## src/rtl/mem_arbiter.sv

```systemverilog
// Shared single-port memory arbiter between instruction fetch and MEM stage.
// MEM has fixed priority; one transaction in flight; all outputs except stall_o registered.
// Optional macro ARB_TIMEOUT_EN adds an ack timeout that aborts the access and pulses err_o.
module mem_arbiter #(
    parameter int unsigned ADDR_W  = 32,
    parameter int unsigned DATA_W  = 32,
    parameter int unsigned TIMEOUT = 255
) (
    input  logic              clk_i,
    input  logic              rst_i,
    input  logic              if_req_i,
    input  logic [ADDR_W-1:0] if_addr_i,
    output logic [DATA_W-1:0] if_data_o,
    output logic              if_ack_o,
    input  logic              mem_req_i,
    input  logic              mem_we_i,
    input  logic [ADDR_W-1:0] mem_addr_i,
    input  logic [DATA_W-1:0] mem_wdata_i,
    output logic [DATA_W-1:0] mem_rdata_o,
    output logic              mem_ack_o,
    output logic              ram_en_o,
    output logic              ram_we_o,
    output logic [ADDR_W-1:0] ram_addr_o,
    output logic [DATA_W-1:0] ram_wdata_o,
    input  logic [DATA_W-1:0] ram_rdata_i,
    input  logic              ram_ack_i,
    output logic              stall_o,
    output logic              err_o
);

    typedef enum logic [1:0] {IDLE, IF_ACC, MEM_ACC, DONE} state_t;

    state_t state_q, state_d;
    logic   grant_mem, grant_if, ack_hit, to_hit;
    logic   src_mem;

`ifdef ARB_TIMEOUT_EN
    localparam int unsigned CNT_W = $clog2(TIMEOUT + 1) > 0 ? $clog2(TIMEOUT + 1) : 1;
    logic [CNT_W-1:0] cnt_q;
    logic             to_reached;
    assign to_reached = (32'(cnt_q) + 32'd1) >= TIMEOUT;
`else
    logic unused_cfg;
    assign unused_cfg = ^{32'(TIMEOUT)};
`endif

    // Pipeline freeze while any request has not yet been acknowledged
    assign stall_o = (mem_req_i & ~mem_ack_o) | (if_req_i & ~if_ack_o);

    // State register
    always_ff @(posedge clk_i or negedge rst_i) begin
        if (!rst_i) state_q <= IDLE;
        else        state_q <= state_d;
    end

    // Next-state decode and transaction events
    always_comb begin
        state_d   = state_q;
        grant_mem = 1'b0;
        grant_if  = 1'b0;
        ack_hit   = 1'b0;
        to_hit    = 1'b0;
        case (state_q)
            IDLE: begin
                if (mem_req_i) begin
                    state_d   = MEM_ACC;
                    grant_mem = 1'b1;
                end else if (if_req_i) begin
                    state_d  = IF_ACC;
                    grant_if = 1'b1;
                end
            end
            IF_ACC, MEM_ACC: begin
                if (ram_ack_i) begin
                    state_d = DONE;
                    ack_hit = 1'b1;
                end
`ifdef ARB_TIMEOUT_EN
                else if (to_reached) begin
                    state_d = DONE;
                    to_hit  = 1'b1;
                end
`endif
            end
            DONE:    state_d = IDLE;
            default: state_d = IDLE;
        endcase
    end

`ifdef ARB_TIMEOUT_EN
    // Wait counter: cleared on grant, counts every access cycle
    always_ff @(posedge clk_i or negedge rst_i) begin
        if (!rst_i)                                       cnt_q <= '0;
        else if (grant_mem || grant_if)                   cnt_q <= '0;
        else if (state_q == IF_ACC || state_q == MEM_ACC) cnt_q <= cnt_q + CNT_W'(1);
    end

    // Abort pulse alongside the forced ack
    always_ff @(posedge clk_i or negedge rst_i) begin
        if (!rst_i) err_o <= 1'b0;
        else        err_o <= to_hit;
    end
`else
    assign err_o = 1'b0;
`endif

    // Command latch on grant, data capture and ack pulses on completion
    always_ff @(posedge clk_i or negedge rst_i) begin
        if (!rst_i) begin
            src_mem     <= 1'b0;
            ram_en_o    <= 1'b0;
            ram_we_o    <= 1'b0;
            ram_addr_o  <= '0;
            ram_wdata_o <= '0;
            if_data_o   <= '0;
            mem_rdata_o <= '0;
            if_ack_o    <= 1'b0;
            mem_ack_o   <= 1'b0;
        end else begin
            if_ack_o  <= 1'b0;
            mem_ack_o <= 1'b0;
            if (grant_mem) begin
                src_mem     <= 1'b1;
                ram_en_o    <= 1'b1;
                ram_we_o    <= mem_we_i;
                ram_addr_o  <= mem_addr_i;
                ram_wdata_o <= mem_wdata_i;
            end else if (grant_if) begin
                src_mem    <= 1'b0;
                ram_en_o   <= 1'b1;
                ram_we_o   <= 1'b0;
                ram_addr_o <= if_addr_i;
            end
            if (ack_hit || to_hit) begin
                ram_en_o <= 1'b0;
                ram_we_o <= 1'b0;
                if (src_mem) begin
                    mem_ack_o <= 1'b1;
                    // ram_we_o still holds the latched write enable here
                    if (!ram_we_o) mem_rdata_o <= ack_hit ? ram_rdata_i : '0;
                end else begin
                    if_ack_o  <= 1'b1;
                    if_data_o <= ack_hit ? ram_rdata_i : '0;
                end
            end
        end
    end

endmodule

```

## config.mk

```make
export PLATFORM = sky130hd
export DESIGN_NAME = mem_arbiter
export DESIGN_NICKNAME = d
export VERILOG_FILES = /design/src/rtl/mem_arbiter.sv
export SDC_FILE = /design/constraint.sdc
export NUM_CORES = 1
export LEC_CHECK = 0
export BUFFER_PORTS_ARGS = -buffer_cell sky130_fd_sc_hd__buf_4
export CORE_ASPECT_RATIO = 2
export CORE_MARGIN = 5
export CORE_UTILIZATION = 30
export DETAILED_ROUTE_END_ITERATION = 10
export PLACE_DENSITY = 0.59
export SLEW_MARGIN = 15
export SYNTH_ARGS = -nofsm -noshare
export SYNTH_HDL_FRONTEND = slang
export SYNTH_SLANG_ARGS = --single-unit
```

## constraint.sdc

```tcl
create_clock -name clk_i -period 2.4 [get_ports clk_i]
set_input_delay 0.12 -clock clk_i [delete_from_list [all_inputs] [get_ports clk_i]]
set_output_delay 0.12 -clock clk_i [all_outputs]
set_load 0.05 [all_outputs]
```

# Word-level counts from Yosys, hierarchy flattened
# Index checks and enable logic that the tools add are counted.
word_totals:
  regBits: 135
  out_inout_bits: 134
  elab_cells: 53
op_classes:
  eq_ne: 5
  n_reduce_logical: 7
  n_bitwise: 7
  muxes: 24
op_table:
  columns: ["op", "n"]
  rows:
  - ["32-bit two-way mux", 2]
  - ["1-bit two-way mux", 18]
  - ["2-bit two-way mux", 3]
  - ["2-bit case mux with 3 select lines", 1]
  - ["2-bit equality test (second input constant)", 2]
  - ["1-bit inverter", 4]
  - ["2-bit AND reduction", 2]
  - ["3-bit inequality test (second input constant)", 1]
  - ["3-bit AND reduction", 1]
  - ["3-bit nonzero test", 1]
  - ["1-bit bitwise AND", 2]
  - ["2-bit by 1-bit equality test with 1-bit output (second input constant)", 1]
  - ["2-bit logical NOT", 1]
  - ["2-bit inequality test (second input constant)", 1]
  - ["2-bit nonzero test", 1]
  - ["2-bit OR reduction", 1]
  - ["1-bit bitwise OR", 1]

# Logic depth before layout (Yosys ltp)
depth:
  ltp_word: 6
  depth_mapped: 8
  ltp_nobuf: 6

# Worst setup path before layout
# OpenSTA, ideal clock, no wires.
synth_timing:
  path_kind: "register to register"
  from: "reg state_q[0]"
  to: "reg mem_rdata_o[0]"
  stages_incl_launch_ff: 8
  t_required_ns: 2.275
  path_slack_ns: 0.624
  n_path_buf: 2
  t_arrival_ns: 1.652
  cell_sequence: "dfrtp_1 > inv_1 > ha_1 > and3_1 > nand2b_1 > clkbuf_1 > buf_2 > mux2_2"
synth_between:
  elab_chain_cells: 4
  word_cells_on_any_way: 5
synth_lines:
  columns: ["element", "line_no", "source"]
  rows:
  - ["start: declaration", "33", "state_t state_q, state_d;"]
  - ["start signal: assignment", "53", "else state_q <= state_d;"]
  - ["2-bit by 1-bit equality test with 1-bit output or 2-bit equality test (tied branches)", "63", "case (state_q)"]
  - ["2-bit OR reduction *", "63", null]
  - ["1-bit two-way mux *", "63", null]
  - ["3-bit AND reduction (no line) *", null, null]
  - ["end signal: assignment", "140", "if (!ram_we_o) mem_rdata_o <= ack_hit ? ram_rdata_i : '0;"]
  - ["end: declaration", "19", "output logic [DATA_W-1:0] mem_rdata_o,"]
# Mark *: on every way between the ends. The rest lies on a longest branch, timed or not.
# A chain may end at the register's enable or synchronous reset.

# Final worst setup path
layout_timing:
  from: "reg state_q[1]"
  to: "reg ram_addr_o[23]"
layout_between:
  elab_chain_cells: 3
  word_cells_on_any_way: 5
layout_lines:
  columns: ["element", "line_no", "source"]
  rows:
  - ["2-bit logical NOT *", "63", null]
  - ["1-bit two-way mux", "63", null]
  - ["32-bit two-way mux or 2-bit nonzero test (tied branches)", null, null]
  - ["end signal: assignment", "126", "ram_addr_o <= mem_addr_i;"]
  - ["end signal: assignment", "132", "ram_addr_o <= if_addr_i;"]
  - ["end: declaration", "23", "output logic [ADDR_W-1:0] ram_addr_o,"]
# Marks and branches as above.

==> results.ini <==
[power]
leakage_uw = 0.004280
comb_power_share_pct = 57.4
sw_frac_of_total_pct = 46.98
p_seq_share_pct = 26.4
clock_power_share_pct = 16.3
p_int_uw = 8210
power_density_nw_per_um2 = 1719
ir_worst_vdd_uv = 923.1
power_switching_uw = 7276

[sta]
max_freq_ghz = 0.5082
setup_viol = 0
timing_max_transition_violations_final = 0
worstMarginPinSlew_ps = 682.7
finalSetupTns_ps = 0
hold_violations = 0
rsz0062_at_grt = no
slew_headroom_pct = 54.49
fin_crit_sh_pct = 82.00
fin_skew_ps = 10.27
period_needed_ps = 1968

[floorplan]
core_um2 = 18220
die_h_um = 201.6
die_x_um = 105.8
ioPinCount = 268
die-area_um2 = 21330
row_count = 70
initial_core_util_pct = 30.23

[global_route]
grt_pass1_vias = 4798
grt_max_degree = 75
met1_usage_pct = 14.35
track_usage_pct = 15.43
grt-ovfl-total = 0
use_met2_pct = 29.41
antenna_found_initial = 0
use_met3_pct = 5.361
busiest_layer = met2
grt_first_pass_wirelength_um = 25500

[placement]
dpl.hpwl_um = 11950
gp_congestion = 0.7602
numPortBuffers = 266
placed_area_um2 = 7765

[logic_synthesis]
syn_nets = 485
postSynthAreaPerCell_um2 = 15.78
synth_warnings = 0
synth.cells.most_frequent = mux2_2, dfrtp_1, buf_2, inv_1, nand2_1
synth_top_area_share_pct = 61.35
synth_ff_type = dfrtp_1
syn_inst = 349
synth-async-reset-ratio_pct = 100.0
yosys-top-cells-area = dfrtp_1, mux2_2, mux2_4
synth_most_common_cell = mux2_2
ys_ff_latch = 135
synth_edf_count = 0
synth_largest_area_cell = dfrtp_1
seq_area_frac_synth_pct = 61.35
synth_area_um2 = 5507
synth_cell_types = 24

[finish]
area_delta_synth_final_pct = 63.62
nets = 825
finish.utilization_pct = 49.46
final_area_um2 = 9010
drive_gt1_share_pct = 65.71
antenna_cells = 0

[clocking]
cts.path.max_buffers = 2
clock_latency_ps = 410
numCtsBuffers = 17
clk_pin_slew_ps = 60
cts.sinks = 135
clockRootBuffer = clkbuf_16
htree_num_levels = 4
cts_tree = yes
post_cts_buffers = 0

[drt]
routed_wl_um = 16130
drc = 0
wl_per_cell_um = 17.61
dr.pass1.iters = 4
ant_nets = 0
num_vias = 4176
drtIter0Drc = 107
avgViaCountPerCell = 4.559

[min_path]
min_path_type = in -> reg

[critical_path]
startpoint_type = register
criticalPathCategory = reg -> reg
r2r_slack_ps = 430
slowest_delay_ps = 390
critPathTopFamily = buffers and inverters
crit_required_ps = 2680
cp-end-kind = register
crit_chain = inv_1 -> ha_1 -> nand2b_1 -> o21ai_4 -> buf_4 -> mux2_2
crit_fanout = 33
worst-path-buf-inv = 2
crit_slowest_cell = buf_4
cp.arrival_ps = 2250

[status]
status = finished, final reports clean

[run]
cap_violations = 0

placed cells by master (no fill, tap or decap), types with 3 or more instances in the layout:
cell	n
a21oi_1	4
buf_12	3
buf_4	269
clkbuf_1	3
clkbuf_16	17
clkbuf_8	3
clkinvlp_4	3
dfrtp_1	135
dlygate4sd3_1	67
inv_1	6
mux2_1	3
mux2_2	153
mux2_4	4
nand2_1	4
nand2b_1	3
layer usage:
metal  share of wire, %  vias to the layer above
met1                 32                     2067
li1                   -                     1908
met3                7.5                       30
met5                  0                        -
met4                2.8                        0
met2                 58                      171
cell type report:
type | instances | area (um2)
clock inverter | 7 | 96.34
clock buffer | 23 | 478.0
fill | 1604 | 9208
tap | 216 | 270.3
timing repair buffer | 340 | 2761
inverter | 6 | 22.52
sequential | 135 | 3378
multi-input combinational | 189 | 2003
flip-flops by register name, summed over array words and instances, names as in the netlist, 2 cells and up:
| register | flops |
|---|---|
| ram_wdata_o | 32 |
| if_data_o | 32 |
| ram_addr_o | 32 |
| mem_rdata_o | 32 |
| state_q | 2 |
power groups by stage:
stage / sequential (uW) / clock [uW] / combinational, uW
after floorplan: 8050 / 0 / 2100
after global placement: 4090 / 0 / 8750
after detailed placement: 4120 / 0 / 8890
after CTS: 4090 / 2620 / 8990
after global routing: 4240 / 2700 / 9280
final: 4080 / 2520 / 8880
worst min-delay path, stage by stage:
cell and delay, ps:
buf_4 110, nand2_1 80, o21a_1 100
path summary, 6_finish.rpt:
path | from | endpoint | depth (start not counted)
max | state_q[1] | ram_addr_o[23] | 6
min | ram_ack_i | ram_en_o | 3
max reg2reg | state_q[1] | ram_addr_o[23] | 6
min reg2reg | ram_en_o | ram_en_o | 1
max in group asynchronous | rst_i | if_data_o[7] | 3
min in group asynchronous | rst_i | ram_wdata_o[28] | 2
stage by stage:
step | hold WS (ps) | total power (uW) | setup WS, ps | instances
2_1_floorplan | -175.6 | 10140 | 623.7 | 349
4_1_cts | 7.835 | 15700 | 435.9 | 916
3_3_place_gp | 183.6 | 12830 | 523.1 | 819
6_report | 41.41 | 15490 | 432.1 | 916
5_1_grt | 44.91 | 16220 | 326.6 | 916
3_5_place_dp | 190.6 | 13000 | 442.1 | 819
cells by family (layout without fill, tap and decap cells):
family,after synthesis,in the layout,share of synthesized area [%]
and+or+nand+nor,14,14,1.250
DFF,135,135,61.35
adders and majority gates,2,2,0.4544
muxes,160,160,32.99
other,1,1,0.06810
AOI/OAI and AO/OA,12,12,1.386
buffers and inverters,25,376,2.499
repair_timing:
item                      CTS  global route
resized for setup           0             0
hold buffers               67             0
hold endpoints to repair  171             0
Note: power is estimated with default switching activity, not from simulation.
